<file path="src/rtl/vga_ctrl.sv">
// VGA 640x480@60 timing generator: h/v counters, sync decode, pixel requests
// issued PIX_LAT clocks early, and gated RGB. VGA_TEST_PATTERN_EN adds colour bars.
module vga_ctrl #(
    parameter int   H_SYNC   = 96,
    parameter int   H_BACK   = 48,
    parameter int   H_VALID  = 640,
    parameter int   H_FRONT  = 16,
    parameter int   V_SYNC   = 2,
    parameter int   V_BACK   = 33,
    parameter int   V_VALID  = 480,
    parameter int   V_FRONT  = 10,
    parameter int   PIX_LAT  = 1,
    parameter logic SYNC_POL = 1'b0
) (
    input  logic        vga_clk,
    input  logic        sys_rst_n,
`ifdef VGA_TEST_PATTERN_EN
    input  logic        test_en,
`endif
    input  logic [15:0] pix_data,
    output logic [9:0]  pix_x,
    output logic [9:0]  pix_y,
    output logic        pix_req,
    output logic        hsync,
    output logic        vsync,
    output logic        rgb_valid,
    output logic [15:0] rgb,
    output logic        frame_end
);

    localparam logic [9:0] H_LAST = 10'(H_SYNC + H_BACK + H_VALID + H_FRONT - 1);
    localparam logic [9:0] V_LAST = 10'(V_SYNC + V_BACK + V_VALID + V_FRONT - 1);
    localparam logic [9:0] HS_END = 10'(H_SYNC);
    localparam logic [9:0] VS_END = 10'(V_SYNC);
    localparam logic [9:0] HA_S   = 10'(H_SYNC + H_BACK);
    localparam logic [9:0] HA_E   = 10'(H_SYNC + H_BACK + H_VALID - 1);
    localparam logic [9:0] RQ_S   = 10'(H_SYNC + H_BACK - PIX_LAT);
    localparam logic [9:0] RQ_E   = 10'(H_SYNC + H_BACK + H_VALID - 1 - PIX_LAT);
    localparam logic [9:0] VA_S   = 10'(V_SYNC + V_BACK);
    localparam logic [9:0] VA_E   = 10'(V_SYNC + V_BACK + V_VALID - 1);

    logic [9:0] h_cnt;
    logic [9:0] v_cnt;
    logic       v_act;
    logic       h_act;
    logic       h_req;

    // Line/frame position; line and frame wrap on the same clock.
    always_ff @(posedge vga_clk or negedge sys_rst_n) begin
        if (!sys_rst_n) begin
            h_cnt <= 10'd0;
            v_cnt <= 10'd0;
        end else if (h_cnt == H_LAST) begin
            h_cnt <= 10'd0;
            v_cnt <= (v_cnt == V_LAST) ? 10'd0 : v_cnt + 10'd1;
        end else begin
            h_cnt <= h_cnt + 10'd1;
        end
    end

    assign hsync     = (h_cnt < HS_END) ? SYNC_POL : ~SYNC_POL;
    assign vsync     = (v_cnt < VS_END) ? SYNC_POL : ~SYNC_POL;
    assign v_act     = (v_cnt >= VA_S) && (v_cnt <= VA_E);
    assign h_act     = (h_cnt >= HA_S) && (h_cnt <= HA_E);
    assign h_req     = (h_cnt >= RQ_S) && (h_cnt <= RQ_E);
    assign rgb_valid = h_act && v_act;
    assign pix_req   = h_req && v_act;
    assign pix_x     = pix_req ? (h_cnt - RQ_S) : 10'h3FF;
    assign pix_y     = pix_req ? (v_cnt - VA_S) : 10'h3FF;
    assign frame_end = (h_cnt == H_LAST) && (v_cnt == V_LAST);

`ifdef VGA_TEST_PATTERN_EN
    localparam logic [9:0] BAR_W = 10'd80;

    logic        test_q;
    logic [9:0]  bar;
    logic [15:0] bar_rgb;

    // Test enable is retimed so its effect starts on the following clock.
    always_ff @(posedge vga_clk or negedge sys_rst_n) begin
        if (!sys_rst_n) test_q <= 1'b0;
        else            test_q <= test_en;
    end

    // Eight 80-pixel vertical colour bars across the active line.
    always_comb begin
        bar     = (h_cnt - HA_S) / BAR_W;
        bar_rgb = 16'h0000;
        case (bar)
            10'd0:   bar_rgb = 16'hFFFF;
            10'd1:   bar_rgb = 16'hFFE0;
            10'd2:   bar_rgb = 16'h07FF;
            10'd3:   bar_rgb = 16'h07E0;
            10'd4:   bar_rgb = 16'hF81F;
            10'd5:   bar_rgb = 16'hF800;
            10'd6:   bar_rgb = 16'h001F;
            default: bar_rgb = 16'h0000;
        endcase
    end

    assign rgb = rgb_valid ? (test_q ? bar_rgb : pix_data) : 16'h0000;
`else
    assign rgb = rgb_valid ? pix_data : 16'h0000;
`endif

endmodule

</file>
<file path="config.mk">
export PLATFORM = sky130hd
export DESIGN_NAME = vga_ctrl
export DESIGN_NICKNAME = d
export VERILOG_FILES = /design/src/rtl/vga_ctrl.sv
export SDC_FILE = /design/constraint.sdc
export NUM_CORES = 1
export LEC_CHECK = 0
export ABC_AREA = 1
export CAP_MARGIN = 30
export CORE_UTILIZATION = 45
export CTS_CLUSTER_DIAMETER = 60
export DETAILED_ROUTE_END_ITERATION = 10
export PLACE_DENSITY = 0.77
export SYNTH_ARGS = -nofsm -noshare
export SYNTH_HDL_FRONTEND = slang
export SYNTH_SLANG_ARGS = --single-unit
</file>
<file path="constraint.sdc">
create_clock -name vga_clk -period 1.7 [get_ports vga_clk]
set_input_delay 0.17 -clock vga_clk [delete_from_list [all_inputs] [get_ports vga_clk]]
set_output_delay 0.17 -clock vga_clk [all_outputs]
set_load 0.01 [all_outputs]
</file>
==> flow_summary.rst, run 1 <==
.. list-table::
   :header-rows: 1

   * - Metric
     - Value
   * - Error text reported by the tool
     - [ERROR DPL-0033] detailed placement checks failed during check placement.
   * - Rows
     - 23
   * - Part of the Yosys area used for sequential elements
     - 25.99%
   * - Fraction of synthesized cell area taken by the top area cell type
     - 25.99%
   * - Routability congestion estimate from global placement
     - 0.9725
   * - Number of cells produced by synthesis
     - 303
   * - Top-level I/O count
     - 59
   * - Number of nets produced by synthesis
     - 325
   * - Instance count after placement with tap cells included
     - 472
   * - Leading cell types by total area after synthesis
     - dfrtp_1, nand2_1, inv_1
   * - GRT worst endpoint
     - pix_req
   * - Async SR Flop Fraction
     - 100.0%
   * - Post-DP HPWL
     - 4714 um
   * - Post-CTS Hold Fix Bufs
     - 0
   * - Initial antenna violation count
     - 0
   * - Clock Sinks
     - 20
   * - Count of port buffers added during placement
     - 58
   * - Starting utilization of the core area
     - 47.46%
   * - Die height
     - 67.42 um
   * - Number of enable flip-flop cells after synthesis
     - 0
   * - X dimension of the die
     - 67.42 um
   * - Classification of the worst endpoint
     - output port
   * - Count of cell types in the netlist
     - 30
   * - Number of buffers created by CTS
     - 3
   * - Placement Setup Slack
     - -508.6 ps
   * - Maximum clock path buffer count
     - 2
   * - Outcome
     - stopped before the end
   * - Syn avg cell area
     - 6.355 um2
   * - Synthesis Warnings
     - 0
   * - Clk root buf
     - clkbuf_8
   * - Stopping stage
     - 5_1_grt
   * - Post-synth design cell area
     - 0.001926 mm2
   * - Maximum level of the CTS H-tree
     - 1
   * - Flops & latches, synth
     - 20
   * - Most common flop cell mapped by yosys
     - dfrtp_1
   * - Largest net degree at the start of global routing
     - 21
   * - Biggest area consumer among synthesized cells
     - dfrtp_1
-- Yosys cell counts, drive strengths merged (3+ instances only) --
library cell  count
ha                4
dfrtp            20
xor2              8
xnor2             3
nand2            74
buf               7
nor2             53
nand3            44
a21oi             8
inv              59
nor3              3
nand4             7
o21ai             6
-- timing repair --
| item | in CTS |
|---|---|
| endpoints found under the setup margin | 41 |
| gates resized for setup | 204 |
| cloned | 5 |
| pin swaps | 14 |
| setup buffers | 32 |
-- through the flow --
| step | TNS, ps | area (um2) | util (%) |
|---|---|---|---|
| 4_1_cts | -12130 | 3526 | 86.89 |
| 3_5_place_dp | -16340 | 3014 | 74.28 |
| 3_3_place_gp | -14260 | 3014 | 74.28 |
| 2_1_floorplan | 0 | 1926 | - |
-- kinds of logic after synthesis --
group	share of synthesized area [%]
and+or+nand+nor	46.46
buffers and inverters	14.88
DFF	25.99
AOI/OAI and AO/OA	5.069
xor gates and xnor gates	5.004
adders and majority gates	2.599
==> inputs of run 2 (changes only) <==
--- a/config.mk
+++ b/config.mk
@@ -7,10 +7,9 @@
 export LEC_CHECK = 0
 export ABC_AREA = 1
 export CAP_MARGIN = 30
-export CORE_UTILIZATION = 45
-export CTS_CLUSTER_DIAMETER = 60
+export CORE_UTILIZATION = 30
 export DETAILED_ROUTE_END_ITERATION = 10
-export PLACE_DENSITY = 0.77
+export PLACE_DENSITY_LB_ADDON = 0.15
 export SYNTH_ARGS = -nofsm -noshare
 export SYNTH_HDL_FRONTEND = slang
 export SYNTH_SLANG_ARGS = --single-unit
==> run 2 against run 1 <==
  * The flow now finishes, with violations (setup timing)
  * Synthesized cell count unchanged
  * Synthesized area unchanged
==> flow_summary.rst, run 2 <==
.. list-table::
   :header-rows: 1

   * - Metric
     - Value
   * - Final period utilization
     - 119.1%
   * - Top cell by count, worst path
     - buf_6
   * - Part of the Yosys area used for sequential elements
     - 25.99% (unchanged)
   * - Number of global-route vias before repair
     - 2208
   * - Post-layout nets
     - 471
   * - Measured slew at the worst slew-check pin
     - 277.2 ps
   * - Cell types with the highest counts after synthesis
     - nand2_1, inv_1, nand3_1, nor2_1, dfrtp_1
   * - Rows
     - 28 (+22%)
   * - Fraction of synthesized cell area taken by the top area cell type
     - 25.99% (unchanged)
   * - Clock Sinks
     - 20 (unchanged)
   * - Final Max Slew Viols
     - 0
   * - Clk root buf
     - clkbuf_8
   * - Most used standard cell by instance count after synthesis
     - nand2_1
   * - Clock latency of the later-clocked register in the worst-skew pair
     - 270 ps
   * - Violations in the final reports
     - setup timing
   * - DRT Pass-1 Iters
     - 4
   * - Outcome
     - complete, but fails checks
   * - Combinational cell fraction of total power
     - 6.7%
   * - Max Fanout on Critical Path
     - 8
   * - Syn avg cell area
     - 6.355 um2 (unchanged)
   * - Kind of cell with the highest combined delay on the critical path
     - simple AND/OR/NAND/NOR gates
   * - Worst slew margin
     - 81.52%
   * - Sum of buffers and inverters on the critical path
     - 4
   * - Maximum clock path buffer count
     - 2 (unchanged)
   * - Post-Route WL
     - 6473 um
   * - Synth Area in Simple Gates
     - 46.46% (unchanged)
   * - Util after Layout
     - 55.20%
   * - Flops & latches, synth
     - 20 (unchanged)
   * - Post-route cell area
     - 0.003346 mm2
   * - Combinational family with the most area after synthesis
     - simple AND/OR/NAND/NOR gates
   * - CTS tree
     - done
   * - Count of non-filler cells in the finished layout
     - 523
   * - Leading cell types by total area after synthesis
     - dfrtp_1, nand2_1, inv_1
   * - Top Registers
     - h_cnt: 10 flops, v_cnt: 10 flops
   * - Startpoint type of the worst setup path
     - flip-flop
   * - Most common flop cell mapped by yosys
     - dfrtp_1
   * - Vias post-DR
     - 2385
   * - Slowest-stage cell, CP
     - dfrtp_2
   * - Post-CTS Hold Fix Bufs
     - 0 (unchanged)
   * - Max-cap violation count
     - 0
   * - Shortest clock period the worst path allows after layout
     - 2024 ps
   * - Number of buffers created by CTS
     - 3 (unchanged)
   * - Top-level I/O count
     - 59 (unchanged)
   * - Worst-case vdd ir drop
     - 0.2285 mV
   * - Internal power contribution
     - 0.0007201 W
   * - Biggest area consumer among synthesized cells
     - dfrtp_1
   * - Post-synth design cell area
     - 0.001926 mm2 (unchanged)
   * - Maximum level of the CTS H-tree
     - 1 (unchanged)
   * - Classification of the worst-slack hold path
     - in -> async
   * - Clock skew after layout
     - 1.486 ps
   * - Proportion of power drawn by the clock network
     - 41.9%
   * - Number of enable flip-flop cells after synthesis
     - 0 (unchanged)
   * - Remaining DRCs
     - 0
   * - Standard cell area after detailed placement
     - 0.003085 mm2 (+2.4%)
   * - Count of port buffers added during placement
     - 58 (unchanged)
   * - Share of final-layout standard cells stronger than drive strength 1
     - 42.63%
   * - Worst Setup Path Type
     - reg -> out
   * - Global router's overall resource usage
     - 19.60%
   * - Ordered cell list for the critical path
     - nor2_4 > buf_6 > nand4_1 > nand3_2 > buf_6 > nand3b_4 > buf_6 > nor2_4 > buf_6
   * - Commonest cells after routing, fill and taps aside
     - buf_4, nand2_1, inv_1
   * - Starting utilization of the core area
     - 31.77% (-16 points)
   * - Vias per Instance
     - 4.560
   * - Synthesis Warnings
     - 0 (unchanged)
   * - Core Region
     - 0.006061 mm2
   * - Async SR Flop Fraction
     - 100.0% (unchanged)
   * - Remaining number of nets flagged by the antenna check after routing
     - 0
   * - Leakage power figure
     - 1.808 nW
   * - Switch share
     - 22.12%
   * - Antenna Diode Count
     - 0
   * - Unrepaired setup endpoints after global routing
     - true
   * - Share of cell area taken by muxes after synthesis
     - 0% (unchanged)
   * - Required time of the critical path
     - 1530 ps
   * - Largest net degree at the start of global routing
     - 21
   * - DRC marker count from the first detailed-route iteration
     - 149
   * - CP Capture Type
     - output pin
   * - Sequential Power Share
     - 51.4%
   * - Most common cell after layout, fill and taps aside
     - buf_4
   * - Count of cell types in the netlist
     - 30 (unchanged)
   * - Fraction of synthesized cell area in xor and xnor cells
     - 5.003% (unchanged)
   * - Crit-path max cell delay
     - 440 ps
   * - Complex-gate fraction of the synthesized area
     - 5.068% (unchanged)
   * - Post-DP HPWL
     - 4719 um (+0.12%)
   * - Number of nets produced by synthesis
     - 325 (unchanged)
   * - Hold violation count in the final report
     - 0
   * - Endpoint arrival time on the critical path
     - 1850 ps
   * - Wire length of the first global-routing pass
     - 10090 um
   * - Maximum clock rate
     - 0.4940 GHz
   * - Adder-cell share of the synthesized area
     - 2.599% (unchanged)
   * - Clock Pin Slew Worst Setup and Hold Paths
     - 80 ps
   * - Number of cells produced by synthesis
     - 303 (unchanged)
   * - Reg-to-reg slack, setup
     - 100 ps
   * - Grt total ovfl
     - 0
   * - Finish-stage setup viols
     - 39
   * - Routability congestion estimate from global placement
     - 0.8682 (-11%)
   * - Initial antenna violation count
     - 0
   * - Psw
     - 0.0002045 W
   * - DIE AREA
     - 0.006743 mm2
   * - WL per Instance
     - 12.38 um
   * - Instance count after placement with tap cells included
     - 499 (+5.7%)
   * - Die height
     - 82.12 um (+22%)
   * - Layout overhead on the synthesized area
     - 73.75%
   * - Power Dens Cells
     - 276.4 mW/mm2
   * - Final worst setup slack
     - -324.5 ps
   * - X dimension of the die
     - 82.12 um (+22%)
[run 2: cell counts after synthesis]
Identical to the previous run, type by type.
[run 2: cell type report]
cell class                      count  area, um2
Clock buffer                        4      55.05
Fill cell                         609       2715
Inverter                           59      229.0
Multi-Input combinational cell    219       1291
Sequential cell                    20      506.7
Tap cell                           75      93.84
Timing Repair Buffer              146       1170
[run 2: routing by layer]
layer	share of wire [%]	GRT usage, %
met4	1.6	5.263
met3	6.1	2.308
met1	43	23.12
met2	50	36.94
met5	0	0
[run 2: per-stage QoR]
step | power, W | hold WS (ps) | worst slack (ps) | TNS, ps
after detailed placement | 0.0005463 | 550.1 | -399.1 | -14430
after CTS | 0.0009300 | 254.1 | -337.5 | -11050
after floorplan | 0.0004943 | -125.6 | 108.4 | 0
after global placement | 0.0005455 | 543.1 | -364.7 | -13330
after global routing | 0.0009556 | 281.5 | -418.5 | -14020
final | 0.0009246 | 239.1 | -324.5 | -10460
[run 2: path summary, 6_finish.rpt]
kind,startpoint,endpoint,cells after the start
max,v_cnt[2]$_DFFE_PN0N_,rgb[6],9
min,sys_rst_n,h_cnt[9]$_DFF_PN0_,2
max reg2reg,h_cnt[1]$_DFF_PN0_,v_cnt[6]$_DFFE_PN0N_,9
min reg2reg,h_cnt[0]$_DFF_PN0_,h_cnt[0]$_DFF_PN0_,2
max in group asynchronous,sys_rst_n,v_cnt[5]$_DFFE_PN0N_,2
min in group vga_clk,h_cnt[0]$_DFF_PN0_,h_cnt[0]$_DFF_PN0_,2
[run 2: logic make-up after synthesis]
logic type	after synthesis
AO/OA/AOI/OAI	17
XOR/XNOR	11
adder cells (fa/ha/maj)	4
buffers and inverters	66
flip-flops	20
AND/OR/NAND/NOR	185
[run 2: power groups by stage]
stage | combinational, W | clock [W] | sequential, W
2_1_floorplan | 0.00000944 | 0 | 0.000485
3_3_place_gp | 0.0000608 | 0 | 0.000485
3_5_place_dp | 0.0000616 | 0 | 0.000485
4_1_cts | 0.0000617 | 0.000393 | 0.000475
5_1_grt | 0.0000688 | 0.000412 | 0.000475
6_report | 0.0000618 | 0.000388 | 0.000475
[run 2: repair_timing]
item	CTS	global route
endpoints found under the setup margin	41	50
buffers inserted	14	4
pin swaps	21	19
gates resized for setup	180	33
gates cloned	3	0
[run 2: worst reg2reg max path, stage by stage, from the launching register on]
cell	delay, ps
dfrtp_1	410
ha_4	160
nand3_2	90
buf_6	140
inv_4	50
buf_4	110
nand2_2	50
nor2_4	200
nand3b_1	130
xor2_1	150
Power figures use the tool's default switching activity.
==> inputs of run 3 (changes only) <==
--- a/config.mk
+++ b/config.mk
@@ -9,7 +9,7 @@
 export CAP_MARGIN = 30
 export CORE_UTILIZATION = 30
 export DETAILED_ROUTE_END_ITERATION = 10
-export PLACE_DENSITY_LB_ADDON = 0.15
+export PLACE_DENSITY = 0.54
 export SYNTH_ARGS = -nofsm -noshare
 export SYNTH_HDL_FRONTEND = slang
 export SYNTH_SLANG_ARGS = --single-unit
==> run 3 against run 2 <==
  * The run still ends with setup timing left
  * Non-clock buffer count is 7 higher
  * Die area unchanged
  * Combinational power grew 4.2%
  * Utilization grew 2.9 points
  * Worst setup slack improved by 15 ps
  * Sequential power about the same
  * Sequential cell count is the same
  * Via count up 2.0%
  * Critical path type unchanged
  * Critical endpoint is now rgb[3]
  * Largest power group is now the clock network
  * Highest routed layer unchanged
==> flow_summary.rst, run 3 (synthesis gave the netlist of run 2 again) <==
.. list-table::
   :header-rows: 1

   * - Metric
     - Value
   * - Share of final-layout standard cells stronger than drive strength 1
     - 43.74% (+1.1 points)
   * - Logic depth of the worst setup path including buffers
     - 9 (unchanged)
   * - Remaining DRCs
     - 0 (unchanged)
   * - CP Capture Type
     - output pin
   * - Routability congestion estimate from global placement
     - 0.9106 (+4.9%)
   * - Maximum clock rate
     - 0.4977 GHz (+0.77%)
   * - Overall power of the completed layout
     - 0.001041 W (+13%)
   * - Number of global-route vias before repair
     - 2267 (+2.7%)
   * - Worst Setup EP
     - rgb[3]
   * - Classification of the worst-slack hold path
     - in -> async
   * - Core Region
     - 0.006061 mm2 (unchanged)
   * - Final period utilization
     - 118.2% (-0.90 points)
   * - Post-CTS Hold Fix Bufs
     - 0 (unchanged)
   * - Power Dens Cells
     - 295.4 mW/mm2 (+6.9%)
   * - TNS Setup
     - -10920 ps (-458.9 ps)
   * - Placement Setup Slack
     - -420.4 ps (-21.33 ps)
   * - Unrepaired setup endpoints after global routing
     - true
   * - Clock Sinks
     - 20 (unchanged)
   * - Clock skew after layout
     - 8.424 ps (+6.938 ps)
   * - Maximum clock path buffer count
     - 2 (unchanged)
   * - Initial antenna violation count
     - 0 (unchanged)
   * - Measured slew at the worst slew-check pin
     - 304.8 ps (+27.64 ps)
   * - Ordered cell list for the critical path
     - nor2_4 > nand2_2 > nor2_2 > nand2_1 > nand3_4 > buf_4 > nand3b_4 > nor2_1 > buf_2
   * - Worst hold margin
     - 239.3 ps (+0.2330 ps)
   * - X dimension of the die
     - 82.12 um (unchanged)
   * - Number of cells traversed by the worst register-to-register path
     - 11 (+2)
   * - Clk root buf
     - clkbuf_8
   * - Commonest cells after routing, fill and taps aside
     - buf_4, nand2_1, inv_1
   * - Count of port buffers added during placement
     - 58 (unchanged)
   * - Die height
     - 82.12 um (unchanged)
   * - Top-level I/O count
     - 59 (unchanged)
   * - Max Fanout on Critical Path
     - 5 (-3)
   * - Outcome
     - complete, but fails checks
   * - Grt total ovfl
     - 0 (unchanged)
   * - Starting utilization of the core area
     - 31.77% (unchanged)
   * - Critical Path Source
     - v_cnt[2]$_DFFE_PN0N_
   * - Remaining number of nets flagged by the antenna check after routing
     - 0 (unchanged)
   * - Rows
     - 28 (unchanged)
   * - Reg-to-Reg Start
     - v_cnt[1]$_DFFE_PN0N_
   * - Layout overhead on the synthesized area
     - 82.98%
   * - Wire length of the first global-routing pass
     - 10400 um (+3.1%)
   * - Final Max Slew Viols
     - 0 (unchanged)
   * - WL per Instance
     - 12.74 um (+2.9%)
   * - Largest net degree at the start of global routing
     - 21 (unchanged)
   * - Violations in the final reports
     - setup timing
   * - Leakage power figure
     - 1.889 nW (+4.4%)
   * - Maximum level of the CTS H-tree
     - 1 (unchanged)
   * - Most common cell after layout, fill and taps aside
     - buf_4
   * - Post-Route WL
     - 6751 um (+4.3%)
   * - Post-layout nets
     - 478 (+1.5%)
   * - Global router's overall resource usage
     - 20.09% (+0.49 points)
   * - Startpoint type of the worst setup path
     - flip-flop
   * - DRT Pass-1 Iters
     - 4 (unchanged)
   * - Kind of cell with the highest combined delay on the critical path
     - simple AND/OR/NAND/NOR gates
   * - Clock latency of the later-clocked register in the worst-skew pair
     - 270 ps (about the same)
   * - Post-route cell area
     - 0.003523 mm2 (+5.3%)
   * - Post-DP HPWL
     - 4660 um (-1.3%)
   * - DRC marker count from the first detailed-route iteration
     - 95 (-36%)
   * - DIE AREA
     - 0.006743 mm2 (unchanged)
   * - Reg2Reg Capture Point
     - v_cnt[4]$_DFFE_PN0N_
   * - Vias post-DR
     - 2433 (+2.0%)
   * - Worst Setup Path Type
     - reg -> out
   * - Final worst setup slack
     - -309.1 ps (+15.38 ps)
   * - Vias per Instance
     - 4.591 (+0.67%)
   * - Antenna Diode Count
     - 0 (unchanged)
   * - Slowest-stage cell, CP
     - dfrtp_2
   * - Required time of the critical path
     - 1530 ps (about the same)
   * - Max-cap violation count
     - 0 (unchanged)
   * - CTS tree
     - done
   * - Reg-to-reg slack, setup
     - -10 ps (-110 ps)
   * - Crit-path max cell delay
     - 440 ps (about the same)
   * - Top Registers
     - h_cnt: 10 flops, v_cnt: 10 flops
   * - Clock Pin Slew Worst Setup and Hold Paths
     - 90 ps (about the same)
   * - Sum of buffers and inverters on the critical path
     - 2 (-2)
   * - Shortest clock period the worst path allows after layout
     - 2009 ps (-15.38 ps)
   * - Worst slew margin
     - 79.60% (-1.9 points)
   * - Finish-stage setup viols
     - 40 (+2.6%)
   * - Number of buffers created by CTS
     - 3 (unchanged)
   * - Standard cell area after detailed placement
     - 0.003093 mm2 (+0.24%)
   * - Hold violation count in the final report
     - 0 (unchanged)
   * - Endpoint arrival time on the critical path
     - 1840 ps (about the same)
   * - Worst-case vdd ir drop
     - 0.2863 mV (+25%)
run 3: cell types whose count changed in the layout (fill, tap and decap cells not counted), sizes merged:
cell,delta
buf,+9
bufinv,+1
bufbuf,-1
clkdlybuf4s15,-2
run 3: area by class of cell:
class / instances / area, um2
Inverter: 59 / 236.5
Fill cell: 599 / 2537
Tap cell: 75 / 93.84
Clock inverter: 1 / 30.03
Timing Repair Buffer: 153 / 1257
Sequential cell: 20 / 505.5
Multi-Input combinational cell: 219 / 1359
Clock buffer: 3 / 41.29
run 3: through the flow:
stage	util (%)	instances
floorplan	-	303
global placement	51.03	500
detailed placement	51.03	500
CTS	53.82	522
global route	58.13	530
finish	58.13	530
run 3: worst min path at each step:
stage / start / endpoint
after global placement: sys_rst_n / h_cnt[9]$_DFF_PN0_
after floorplan: sys_rst_n / h_cnt[0]$_DFF_PN0_
final: sys_rst_n / h_cnt[8]$_DFF_PN0_
after detailed placement: sys_rst_n / h_cnt[9]$_DFF_PN0_
after CTS: sys_rst_n / h_cnt[8]$_DFF_PN0_
after global routing: sys_rst_n / v_cnt[3]$_DFFE_PN0N_
run 3: metal layers:
layer	track usage, %	vias up	part of all wire (%)
met5	0	-	0
met4	6.667	0	1.6
met3	3.297	13	6.3
met2	35.04	73	49
met1	24.93	1104	43
li1	-	1243	-
run 3: where the power goes:
| group | internal [W] | switching [W] | leakage [nW] |
|---|---|---|---|
| Sequential | 0.000475 | 0 | 0.258 |
| Combinational | 0.0000383 | 0.0000261 | 1.59 |
| Clock | 0.000315 | 0.000186 | 0.0357 |
run 3: repair_timing:
| item | 4_1_cts | 5_1_grt |
|---|---|---|
| cloned | 2 | 0 |
| resized for setup | 192 | 46 |
| pin swaps | 14 | 14 |
| buffers inserted | 16 | 8 |
| endpoints found under the setup margin | 41 | 43 |
